**config.mk**
```make
export PLATFORM = sky130hd
export DESIGN_NAME = bnn_fm_loader_flat
export DESIGN_NICKNAME = d
export VERILOG_FILES = /design/src/rtl/bnn_fm_loader_if.sv /design/src/rtl/bnn_fm_loader.sv /design/src/flat_wrapper.sv
export SDC_FILE = /design/constraint.sdc
export NUM_CORES = 1
export LEC_CHECK = 0
export ABC_CLOCK_PERIOD_IN_PS = 3800
export BUFFER_PORTS_ARGS = -buffer_cell sky130_fd_sc_hd__buf_2
export CORE_AREA = 2 2 145 147
export CTS_BUF_LIST = sky130_fd_sc_hd__clkbuf_8
export DETAILED_ROUTE_END_ITERATION = 8
export DIE_AREA = 0 0 147 149
export GPL_ROUTABILITY_DRIVEN = 0
export GPL_TIMING_DRIVEN = 0
export PLACE_DENSITY = 0.42
export SLEW_MARGIN = 20
export SYNTH_ARGS = -nofsm -noshare
export SYNTH_HDL_FRONTEND = slang
export SYNTH_SLANG_ARGS = --single-unit
export TNS_END_PERCENT = 50
```
**constraint.sdc**
```tcl
create_clock -name clk -period 3.8 [get_ports clk]
set_input_delay 0.76 -clock clk [delete_from_list [all_inputs] [get_ports clk]]
set_output_delay 0.76 -clock clk [all_outputs]
set_load 0.005 [all_outputs]
```
**src/rtl/bnn_fm_loader_if.sv**
```systemverilog
// Bundle between a serial bit source/controller and bnn_fm_loader.
// With BNN_LOADER_PARITY_EN defined the bundle also carries the err pulse.

// Handshake: a payload bit moves on a rising clk edge where s_valid=1 and
// s_ready=1. The source may hold s_valid low for any number of cycles. The
// loader never drops s_ready while waiting, so the source must keep s_data
// stable until the transfer edge.
interface bnn_fm_loader_if;
  logic        start;
  logic        s_valid;
  logic        s_data;
  logic        s_ready;
  logic        busy;
  logic        done;
  logic [26:0] fm_q;
  logic [26:0] wt_q;
  logic [2:0]  dbg_state;
`ifdef BNN_LOADER_PARITY_EN
  logic        err;

  modport slave (
    input  start, s_valid, s_data,
    output s_ready, busy, done, fm_q, wt_q, dbg_state, err
  );

  modport master (
    output start, s_valid, s_data,
    input  s_ready, busy, done, fm_q, wt_q, dbg_state, err
  );
`else
  modport slave (
    input  start, s_valid, s_data,
    output s_ready, busy, done, fm_q, wt_q, dbg_state
  );

  modport master (
    output start, s_valid, s_data,
    input  s_ready, busy, done, fm_q, wt_q, dbg_state
  );
`endif
endinterface

```
**src/rtl/bnn_fm_loader.sv**
```systemverilog
// Serial loader for a 3x3x3 binary feature map and kernel. It double-buffers through private shadows and commits both atomically.
// Optional trailing even-parity bit check: define BNN_LOADER_PARITY_EN.
module bnn_fm_loader #(
  parameter logic [26:0] FM_INIT = 27'h0,
  parameter logic [26:0] WT_INIT = 27'h0
) (
  input  logic            clk,
  input  logic            rst,
  bnn_fm_loader_if.slave  bus
);

`ifdef BNN_LOADER_PARITY_EN
  typedef enum logic [2:0] {
    S_IDLE    = 3'd0,
    S_LOAD_FM = 3'd1,
    S_LOAD_WT = 3'd2,
    S_COMMIT  = 3'd3,
    S_PARITY  = 3'd4
  } state_t;
`else
  typedef enum logic [2:0] {
    S_IDLE    = 3'd0,
    S_LOAD_FM = 3'd1,
    S_LOAD_WT = 3'd2,
    S_COMMIT  = 3'd3
  } state_t;
`endif

  localparam logic [5:0] LAST_BIT = 6'd26;

  state_t      state_q;
  logic [5:0]  cnt_q;
  logic [26:0] shadow_fm_q;
  logic [26:0] shadow_wt_q;
  logic [26:0] fm_out_q;
  logic [26:0] wt_out_q;
  logic        s_ready_q;
  logic        busy_q;
  logic        done_q;
  logic        xfer;
  logic        last_bit;

  assign xfer     = bus.s_valid & s_ready_q;
  assign last_bit = (cnt_q == LAST_BIT);

`ifdef BNN_LOADER_PARITY_EN
  logic err_q;
  logic parity_ok;

  // Even parity: the 54 payload bits plus the check bit XOR to zero.
  assign parity_ok = ~(^shadow_fm_q ^ ^shadow_wt_q ^ bus.s_data);
  assign bus.err   = err_q;
`endif

  always_ff @(posedge clk or posedge rst) begin
    if (rst) begin
      state_q     <= S_IDLE;
      cnt_q       <= 6'd0;
      shadow_fm_q <= 27'd0;
      shadow_wt_q <= 27'd0;
      fm_out_q    <= FM_INIT;
      wt_out_q    <= WT_INIT;
      s_ready_q   <= 1'b0;
      busy_q      <= 1'b0;
      done_q      <= 1'b0;
`ifdef BNN_LOADER_PARITY_EN
      err_q       <= 1'b0;
`endif
    end else begin
      done_q <= 1'b0;
`ifdef BNN_LOADER_PARITY_EN
      err_q  <= 1'b0;
`endif
      case (state_q)
        S_IDLE: begin
          // The done cycle is still the tail of the commit, so a start
          // coinciding with done is dropped.
          if (bus.start && !done_q) begin
            state_q   <= S_LOAD_FM;
            cnt_q     <= 6'd0;
            s_ready_q <= 1'b1;
            busy_q    <= 1'b1;
          end
        end

        S_LOAD_FM: begin
          if (xfer) begin
            shadow_fm_q[cnt_q[4:0]] <= bus.s_data;
            if (last_bit) begin
              state_q <= S_LOAD_WT;
              cnt_q   <= 6'd0;
            end else begin
              cnt_q <= cnt_q + 6'd1;
            end
          end
        end

        S_LOAD_WT: begin
          if (xfer) begin
            shadow_wt_q[cnt_q[4:0]] <= bus.s_data;
            if (last_bit) begin
              cnt_q <= 6'd0;
`ifdef BNN_LOADER_PARITY_EN
              state_q   <= S_PARITY;
`else
              state_q   <= S_COMMIT;
              s_ready_q <= 1'b0;
`endif
            end else begin
              cnt_q <= cnt_q + 6'd1;
            end
          end
        end

`ifdef BNN_LOADER_PARITY_EN
        S_PARITY: begin
          if (xfer) begin
            s_ready_q <= 1'b0;
            if (parity_ok) begin
              state_q <= S_COMMIT;
            end else begin
              state_q <= S_IDLE;
              busy_q  <= 1'b0;
              err_q   <= 1'b1;
            end
          end
        end
`endif

        S_COMMIT: begin
          fm_out_q  <= shadow_fm_q;
          wt_out_q  <= shadow_wt_q;
          done_q    <= 1'b1;
          state_q   <= S_IDLE;
          cnt_q     <= 6'd0;
          s_ready_q <= 1'b0;
          busy_q    <= 1'b0;
        end

        default: begin
          state_q   <= S_IDLE;
          cnt_q     <= 6'd0;
          s_ready_q <= 1'b0;
          busy_q    <= 1'b0;
        end
      endcase
    end
  end

  assign bus.s_ready   = s_ready_q;
  assign bus.busy      = busy_q;
  assign bus.done      = done_q;
  assign bus.fm_q      = fm_out_q;
  assign bus.wt_q      = wt_out_q;
  assign bus.dbg_state = state_q;

endmodule
```
**src/flat_wrapper.sv**
```systemverilog
// flat-port wrapper written by rule: the top's interface ports become plain ports
module bnn_fm_loader_flat 
#(
  parameter logic [26:0] FM_INIT = 27'h0,
  parameter logic [26:0] WT_INIT = 27'h0
)
  (clk, rst, bus_start, bus_s_valid, bus_s_data, bus_s_ready, bus_busy, bus_done, bus_fm_q, bus_wt_q, bus_dbg_state);
  bnn_fm_loader_if bus_i ();
  input  logic clk;
  input  logic rst;
  input wire logic [$bits(bus_i.start)-1:0] bus_start;
  input wire logic [$bits(bus_i.s_valid)-1:0] bus_s_valid;
  input wire logic [$bits(bus_i.s_data)-1:0] bus_s_data;
  output wire logic [$bits(bus_i.s_ready)-1:0] bus_s_ready;
  output wire logic [$bits(bus_i.busy)-1:0] bus_busy;
  output wire logic [$bits(bus_i.done)-1:0] bus_done;
  output wire logic [$bits(bus_i.fm_q)-1:0] bus_fm_q;
  output wire logic [$bits(bus_i.wt_q)-1:0] bus_wt_q;
  output wire logic [$bits(bus_i.dbg_state)-1:0] bus_dbg_state;
  assign bus_i.start = bus_start;
  assign bus_i.s_valid = bus_s_valid;
  assign bus_i.s_data = bus_s_data;
  assign bus_s_ready = bus_i.s_ready;
  assign bus_busy = bus_i.busy;
  assign bus_done = bus_i.done;
  assign bus_fm_q = bus_i.fm_q;
  assign bus_wt_q = bus_i.wt_q;
  assign bus_dbg_state = bus_i.dbg_state;
  bnn_fm_loader #(.FM_INIT(FM_INIT), .WT_INIT(WT_INIT)) u_core (.clk(clk), .rst(rst), .bus(bus_i));
endmodule
```
== Word level (Yosys, flattened, before mapping) ==
Cells that the tools add are included.

* Register bits after elaboration: 120
* Input port bits: 5
* Output and inout bits: 60
* Word-level logic and storage cells: 56

* $add $sub $neg: 1
* Order comparisons: 2
* Eq/ne operators: 10
* Muxes and demuxes: 20
* Bitwise gates (word level): 3
* Reduce and logical (&&, ||, !) cells: 11

{| class="wikitable"
|+ Operator list
! kind !! count
|-
| $bwmux 27 || 2
|-
| $mux 6 || 3
|-
| $mux 3 || 5
|-
| $ne 2x1->1 const B || 6
|-
| $pmux 6 s2 || 1
|-
| $pmux 3 s3 || 1
|-
| $reduce_and 2->1 || 4
|-
| $add 6x1->6 const B || 1
|-
| $eq 3x2->1 const B || 2
|-
| $eq 6x5->1 const B || 1
|-
| $lt 5x6->1 const B || 1
|-
| $demux 1 s5 || 1
|-
| $ge 5x1->1 const B || 1
|-
| $mux 1 || 5
|-
| $reduce_and 5->1 || 1
|-
| $reduce_and 4->1 || 1
|-
| $eq 3x1->1 const B || 1
|-
| $logic_not 3->1 || 1
|-
| $pmux 1 s3 || 1
|-
| $logic_and 1x1->1 || 2
|-
| $not 1->1 || 2
|-
| $pmux 1 s2 || 1
|-
| $reduce_or 2->1 || 1
|-
| $and 1x1->1 || 1
|-
| $logic_not 1->1 || 1
|}

== Longest topological paths before layout ==
Gate-level depths: netlist (run 1).

* Depth after elaboration: 5
* Depth in mapped cells: 6
* Mapped depth without buffers: 6

== Least setup slack after synthesis (run 1) ==
Ideal clock, no wire load.

* Path kind: in2reg
* Start: in bus_start
* End: reg u_core.s_ready_q, in the netlist u_core.bus.s_ready
* Library setup time: 0.125 ns
* Arrival time: 1.777 ns
* Setup slack: 1.898 ns
* Cell stages on the path: 5
* Buffers on the path: 1
* Path through: nand2b_1 and2_0 clkbuf_1 or3_1 mux2_4

* Longest elaborated chain between the ends: 3

{| class="wikitable"
|+ RTL lines
! item !! RTL line !! text
|-
| start, declared || flat_wrapper.sv:11 || <nowiki>input wire logic [$bits(bus_i.start)-1:0] bus_start;</nowiki>
|-
| $logic_and 1x1->1 || bnn_fm_loader.sv:78 || <nowiki>if (bus.start && !done_q) begin</nowiki>
|-
| $ne 2x1->1 (no line) || n/a ||
|-
| $reduce_and 4->1 (no line) || n/a ||
|-
| end signal, assigned || bnn_fm_loader.sv:63 || <nowiki>s_ready_q <= 1'b0;</nowiki>
|-
| end signal, assigned || bnn_fm_loader.sv:81 || <nowiki>s_ready_q <= 1'b1;</nowiki>
|-
| end signal, assigned || bnn_fm_loader.sv:107 || <nowiki>s_ready_q <= 1'b0;</nowiki>
|-
| end, declared || bnn_fm_loader.sv:37 || <nowiki>logic s_ready_q;</nowiki>
|}

No other way between the ends.
A chain may end at the register's enable or synchronous reset.

== Final worst setup path (run 1) ==
* Start: reg u_core.state_q[0], in the netlist u_core.bus.dbg_state[0]
* End: reg u_core.wt_out_q[20], in the netlist u_core.bus.wt_q[20]

* Longest elaborated chain between the ends: 1

{| class="wikitable"
|+ RTL lines
! item !! RTL line !! text
|-
| start, declared || bnn_fm_loader.sv:31 || <nowiki>state_t state_q;</nowiki>
|-
| start signal, assigned || bnn_fm_loader.sv:57 || <nowiki>state_q <= S_IDLE;</nowiki>
|-
| start signal, assigned || bnn_fm_loader.sv:79 || <nowiki>state_q <= S_LOAD_FM;</nowiki>
|-
| start signal, assigned || bnn_fm_loader.sv:90 || <nowiki>state_q <= S_LOAD_WT;</nowiki>
|-
| $eq 3x2->1 || bnn_fm_loader.sv:74 || <nowiki>case (state_q)</nowiki>
|-
| end signal, assigned || bnn_fm_loader.sv:132 || <nowiki>wt_out_q <= shadow_wt_q;</nowiki>
|-
| end, declared || bnn_fm_loader.sv:36 || <nowiki>logic [26:0] wt_out_q;</nowiki>
|}

No other way between the ends.

==> results of run 1 <==
==> registers in the layout, summed over array words and instances (netlist names) <==
| signal | flops |
|---|---|
| u_core.cnt_q | 6 |
| u_core.bus.fm_q | 27 |
| u_core.bus.dbg_state | 2 |
| u_core.bus.wt_q | 27 |
| u_core.shadow_wt_q | 27 |
| u_core.bus.s_ready | 1 |
| u_core.shadow_fm_q | 27 |
| u_core.bus.busy | 1 |
| u_core.bus.done | 1 |
==> path summary, 6_finish.rpt <==
| path | startpoint | cells past startpoint | slack [ns] | to |
|---|---|---|---|---|
| setup reg to reg | u_core.bus.dbg_state[0] | 4 | 1.58 | u_core.bus.wt_q[20] |
| setup / recovery | u_core.bus.dbg_state[0] | 4 | 1.58 | u_core.bus.wt_q[20] |
| min in group clk | u_core.cnt_q[5] | 1 | 0.46 | u_core.cnt_q[5] |
| hold reg to reg | u_core.cnt_q[5] | 1 | 0.46 | u_core.cnt_q[5] |
| max in group asynchronous | rst | 5 | 2.47 | u_core.shadow_wt_q[23] |
| hold / removal | rst | 2 | 0.40 | u_core.bus.fm_q[11] |
==> stage by stage <==
stage          std cells  cell area [µm²]  worst slack, ns  utilization (%)
2_1_floorplan        378             5010             1.58                -
3_3_place_gp         716             5670            0.751             27.6
3_5_place_dp         720             5750             1.53             28.0
4_1_cts              752             6110             1.51             29.7
5_1_grt              752             6110             1.42             29.7
6_report             752             6110             1.58             29.7
==> layer usage <==
metal,routed length (µm),up-vias,track usage [%]
met1,5490,1568,14.8
li1,-,1472,-
met3,647,10,4.13
met2,5170,81,17.4
met4,115,0,3.46
met5,0,-,0
==> where the power goes <==
part / switching (µW) / internal [µW] / leakage (µW)
logic: 36.7 / 13.1 / 0.00125
clock network: 514 / 525 / 0.000187
registers: 0 / 1270 / 0.00165
==> synth_stat cells, drive strengths merged <==
cell    instances  area share (%)
inv             8            0.60
or2             1            0.13
o31a            2            0.35
or3b            2            0.35
ha              9             2.3
buf             9             1.0
nand2b          3            0.38
o211ai          1            0.15
nand2          16             1.2
nand3           3            0.30
a22o            1            0.18
o41ai           1            0.18
conb            1           0.075
o32a            1            0.20
and2            1            0.13
o31ai           1            0.15
o32ai           1            0.18
nand3b          2            0.55
or3             4            0.50
or4             1            0.15
nor2           57             4.3
and3            2            0.25
a31oi           1            0.13
o21ai           6            0.60
a21oi           1            0.10
mux2          109              25
mux2i           2            0.40
clkbuf         11            0.83
a211oi          1            0.15
dfrtp         119              60
o22a            1            0.18
==> worst max-delay path: cells and delay by family (launching register included) <==
| family | cells | cell delay [ns] |
|---|---|---|
| buffers and inverters | 2 | 1.06 |
| multiplexers | 1 | 0.41 |
| flip-flops | 1 | 0.43 |
| adder cells (fa/ha/maj) | 1 | 0.19 |
==> layout make-up <==
type / instances / area share, %
buffer: 20 / 1.49
clock buffer: 18 / 4.05
clock inverter: 14 / 1.82
inverter: 8 / 0.553
multi-input combinational: 231 / 31.2
sequential: 119 / 48.7
tap: 275 / 5.63
timing repair buffer: 67 / 6.59
==> cell families (layout without fill, tap and decap cells) <==
family,after synthesis,count (layout),share of synthesized area (%)
adder cells (fa/ha/maj),9,9,2.25
other,1,1,0.0749
AO/OA/AOI/OAI,18,18,2.53
multiplexers,111,111,25.0
buffers and inverters,28,127,2.43
AND/OR/NAND/NOR,92,92,8.20
flip-flops,119,119,59.5
==> flow_metrics.py, run 1 <==
metrics = {
    "outcome": {
        "status": "finished, final reports clean",
    },
    "sta": {
        "tightest_slew_ns": 0.698,
        "rsz0062_at_grt": "false",
        "tns_ns": 0,
        "finClkSkew_ns": 0.0122,
        "max_slew_margin_pct": 53.4,
        "hold_ws_ns": 0.399,
        "fmax_mhz": 451,
        "slew_violations": 0,
        "min_period_over_period_pct": 58.3,
        "setup_viol": 0,
        "hold_violations": 0,
        "fin_crit_ns": 2.22,
    },
    "cells_and_area": {
        "nNetsFinal": 478,
        "final_common_cell": "dfrtp_1",
        "drive_gt1_share_pct": 45.5,
        "final_cell_mix": "dfrtp_1, mux2_2, buf_2",
        "area_delta_synth_final_pct": 22.2,
        "multi_input_area_um2": 1900,
        "regArea_um2": 2980,
        "fillers": 2136,
        "diodes": 0,
    },
    "clock_network": {
        "cts-hold-fix-buffers": 0,
        "htree_levels": 4,
        "cts_tree": "done",
        "cts_resized": 0,
        "cts_sinks": 119,
        "cts.clk_slew.worst_paths_ns": 0.07,
        "cts-root-buf": "clkbuf_8",
        "cts_buffer_depth": 2,
        "cts_buffers": 17,
        "post_cts_buffers": 0,
        "clk_latency_ns": 0.44,
    },
    "grt": {
        "overflow": 0,
        "track_usage_pct": 11.2,
        "grt_pass1_wl_mm": 18.6,
        "grt_pass1_vias": 3313,
        "grt_antenna_before_repair": 0,
        "grt_start_max_net_pins": 28,
    },
    "yosys": {
        "avgSynthCellArea_um2": 13.2,
        "synth_cell_types": 36,
        "syn-num-nets": 392,
        "synthCells": 378,
        "yosysWarnings": 0,
        "synth_area_um2": 5000,
        "synth_seq_cells": 119,
        "seq_area_frac_synth_pct": 59.5,
    },
    "drt": {
        "drt-vias-per-instance": 4.16,
        "drt-pass1-iter-count": 4,
        "ant_nets": 0,
        "via_count": 3131,
        "drc": 0,
        "routed_wl_mm": 11.4,
        "drt-initial-drc-count": 134,
        "wl_per_cell_um": 15.2,
    },
    "die": {
        "core_area_um2": 20600,
        "fp.dieH_um": 149,
        "initial_core_util_pct": 24.3,
        "dieArea_um2": 21900,
        "die_w_um": 147,
        "ios": 65,
        "rows": 53,
    },
    "power_and_ir_drop": {
        "leakagePower_uw": 0.00309,
        "p_total_uw": 2360,
        "ir_drop_mv": 0.209,
        "power_density_nw_per_um2": 385,
    },
    "setup_path": {
        "cp_cell_sequence": "ha_1 > clkbuf_1 > buf_1 > mux2_2",
        "slowest_delay_ns": 0.60,
        "worstPathRequired_ns": 4.11,
        "critPathArrivalTime_ns": 2.53,
        "cp_slowest_cell": "buf_1",
        "critPathCaptureType": "flip-flop",
        "cp-start-kind": "flip-flop",
        "path_class": "reg -> reg",
        "cp_max_fo": 10,
    },
    "min_path": {
        "worstHoldPathType": "in -> async",
    },
    "place": {
        "post-dp-hpwl_mm": 8.21,
        "io_buffers": 63,
    },
    "run": {
        "cap_violations": 0,
    },
}
(Power assumes the default switching activity.)
==> inputs of run 2 (changes only) <==
ABC_CLOCK_PERIOD_IN_PS = 1880   (was 3800)
clock period = 1.88 ns   (was 3.8 ns; I/O delays follow)
==> flow_metrics.py, run 2 (synthesized netlist as in run 1, its figures left out) <==
metrics = {
    "sta": {
        "setup_viol": 0,
        "rsz0062_at_grt": "true",
        "tightest_slew_ns": 0.597,
        "hold_violations": 0,
        "hold_ws_ns": 0.0155,
        "min_period_over_period_pct": 97.0,
        "fin_crit_ns": 1.82,
        "fmax_mhz": 548,
        "max_slew_margin_pct": 60.1,
        "slew_violations": 0,
        "finClkSkew_ns": 0.0109,
    },
    "clock_network": {
        "clk_latency_ns": 0.43,
        "cts_buffers": 17,
        "cts-hold-fix-buffers": 0,
        "cts_sinks": 119,
        "cts_buffer_depth": 2,
        "htree_levels": 4,
        "cts-root-buf": "clkbuf_8",
        "cts_tree": "done",
        "cts.clk_slew.worst_paths_ns": 0.07,
    },
    "power_and_ir_drop": {
        "pwr-share-seq_pct": 53.8,
        "pwr-share-clk_pct": 44.1,
        "ir_drop_mv": 0.421,
        "leakagePower_uw": 0.00313,
        "p_total_uw": 4760,
        "power_density_nw_per_um2": 770,
        "p_switching_uw": 1110,
        "switching_share_pct": 23.4,
        "p_comb_share_pct": 2.1,
        "power.internal_uw": 3650,
    },
    "outcome": {
        "status": "finished, final reports clean",
    },
    "drt": {
        "drt-initial-drc-count": 143,
        "drc": 0,
        "drt-pass1-iter-count": 4,
        "routed_wl_mm": 11.5,
        "via_count": 3131,
        "wl_per_cell_um": 15.3,
        "drt-vias-per-instance": 4.17,
        "ant_nets": 0,
    },
    "grt": {
        "grt_antenna_before_repair": 0,
        "grt_pass1_wl_mm": 18.6,
        "track_usage_pct": 11.2,
        "overflow": 0,
        "grt_pass1_vias": 3314,
        "grt_start_max_net_pins": 28,
    },
    "die": {
        "die_w_um": 147,
        "core_area_um2": 20600,
        "initial_core_util_pct": 24.3,
        "fp.dieH_um": 149,
        "dieArea_um2": 21900,
        "ios": 65,
        "rows": 53,
    },
    "cells_and_area": {
        "diodes": 0,
        "drive_gt1_share_pct": 51.1,
        "nNetsFinal": 477,
        "area_delta_synth_final_pct": 23.6,
        "final_cell_mix": "dfrtp_1, mux2_2, buf_2",
        "final_common_cell": "dfrtp_1",
        "instances_no_fill": 751,
    },
    "place": {
        "io_buffers": 63,
        "dp_cells": 720,
        "post-dp-hpwl_mm": 8.21,
    },
    "setup_path": {
        "timing.reg2reg.setup_slack_ns": 0.06,
        "critPathArrivalTime_ns": 2.14,
        "setup.worst_path.start": "u_core.cnt_q[4]",
        "cp-start-kind": "flip-flop",
        "cp_max_fo": 10,
        "worstPathRequired_ns": 2.20,
        "critPathCaptureType": "flip-flop",
        "rr_startpoint": "u_core.cnt_q[4]",
        "path_class": "reg -> reg",
    },
    "run": {
        "cap_violations": 0,
    },
    "min_path": {
        "worstHoldPathType": "in -> async",
    },
}
## run 2: area by class of cell
type | instances | area, µm²
plain buffers | 17 | 86.3
clock buffers | 18 | 248
clock inverters | 14 | 111
fillers | 2125 | 14400
inverters | 8 | 33.8
multi-input cells | 231 | 1960
flip-flops and latches | 119 | 2980
well taps | 275 | 344
repair buffers | 69 | 418
## run 2: timing repair
item	in CTS	in global routing
endpoints found under the setup margin	91	59
pin swaps	1	0
setup buffers	0	2
gates resized for setup	7	25
## run 2: worst paths after layout
path                                     endpoint  cells past startpoint
min                           u_core.bus.fm_q[11]                      2
min in group clk           u_core.shadow_wt_q[26]                      2
max in group asynchronous  u_core.shadow_wt_q[23]                      5
max                         u_core.shadow_wt_q[5]                      5
max reg2reg                 u_core.shadow_wt_q[5]                      5
min reg2reg                       u_core.cnt_q[5]                      1
## run 2: layer usage
| layer | share of wire (%) | up-vias | wire (µm) | GRT usage (%) |
|---|---|---|---|---|
| met5 | 0 | - | 0 | 0 |
| met4 | 0.93 | 0 | 107 | 3.46 |
| met3 | 5.4 | 8 | 616 | 4.13 |
| met2 | 46 | 69 | 5240 | 17.4 |
| met1 | 48 | 1580 | 5520 | 14.8 |
| li1 | - | 1474 | - | - |
## run 2: through the flow
stage          utilization, %  instance area [µm²]  worst slack [ns]  setup TNS, ns
2_1_floorplan               -                 5010            0.0486              0
3_3_place_gp             27.6                 5670            -0.785        -106.98
3_5_place_dp             28.0                 5750            -0.393         -17.48
4_1_cts                  29.8                 6120           -0.0689         -0.963
5_1_grt                  30.1                 6180           -0.0177        -0.0417
6_report                 30.1                 6180            0.0568              0
## run 2: critical path, stage by stage (launching register included)
cell and delay, ns:
dfrtp_1 0.40, buf_2 0.19, or3b_2 0.45, buf_2 0.20, nor2_1 0.13, mux2_2 0.33
## run 2: power by group through the flow
stage          Clock [µW]  Sequential (µW)  Combinational, µW
6_report             2100             2560                100
3_5_place_dp            0             2610                107
4_1_cts              2190             2560                106
3_3_place_gp            0             2610               81.4
5_1_grt              2310             2560                117
2_1_floorplan           0             2610               51.9
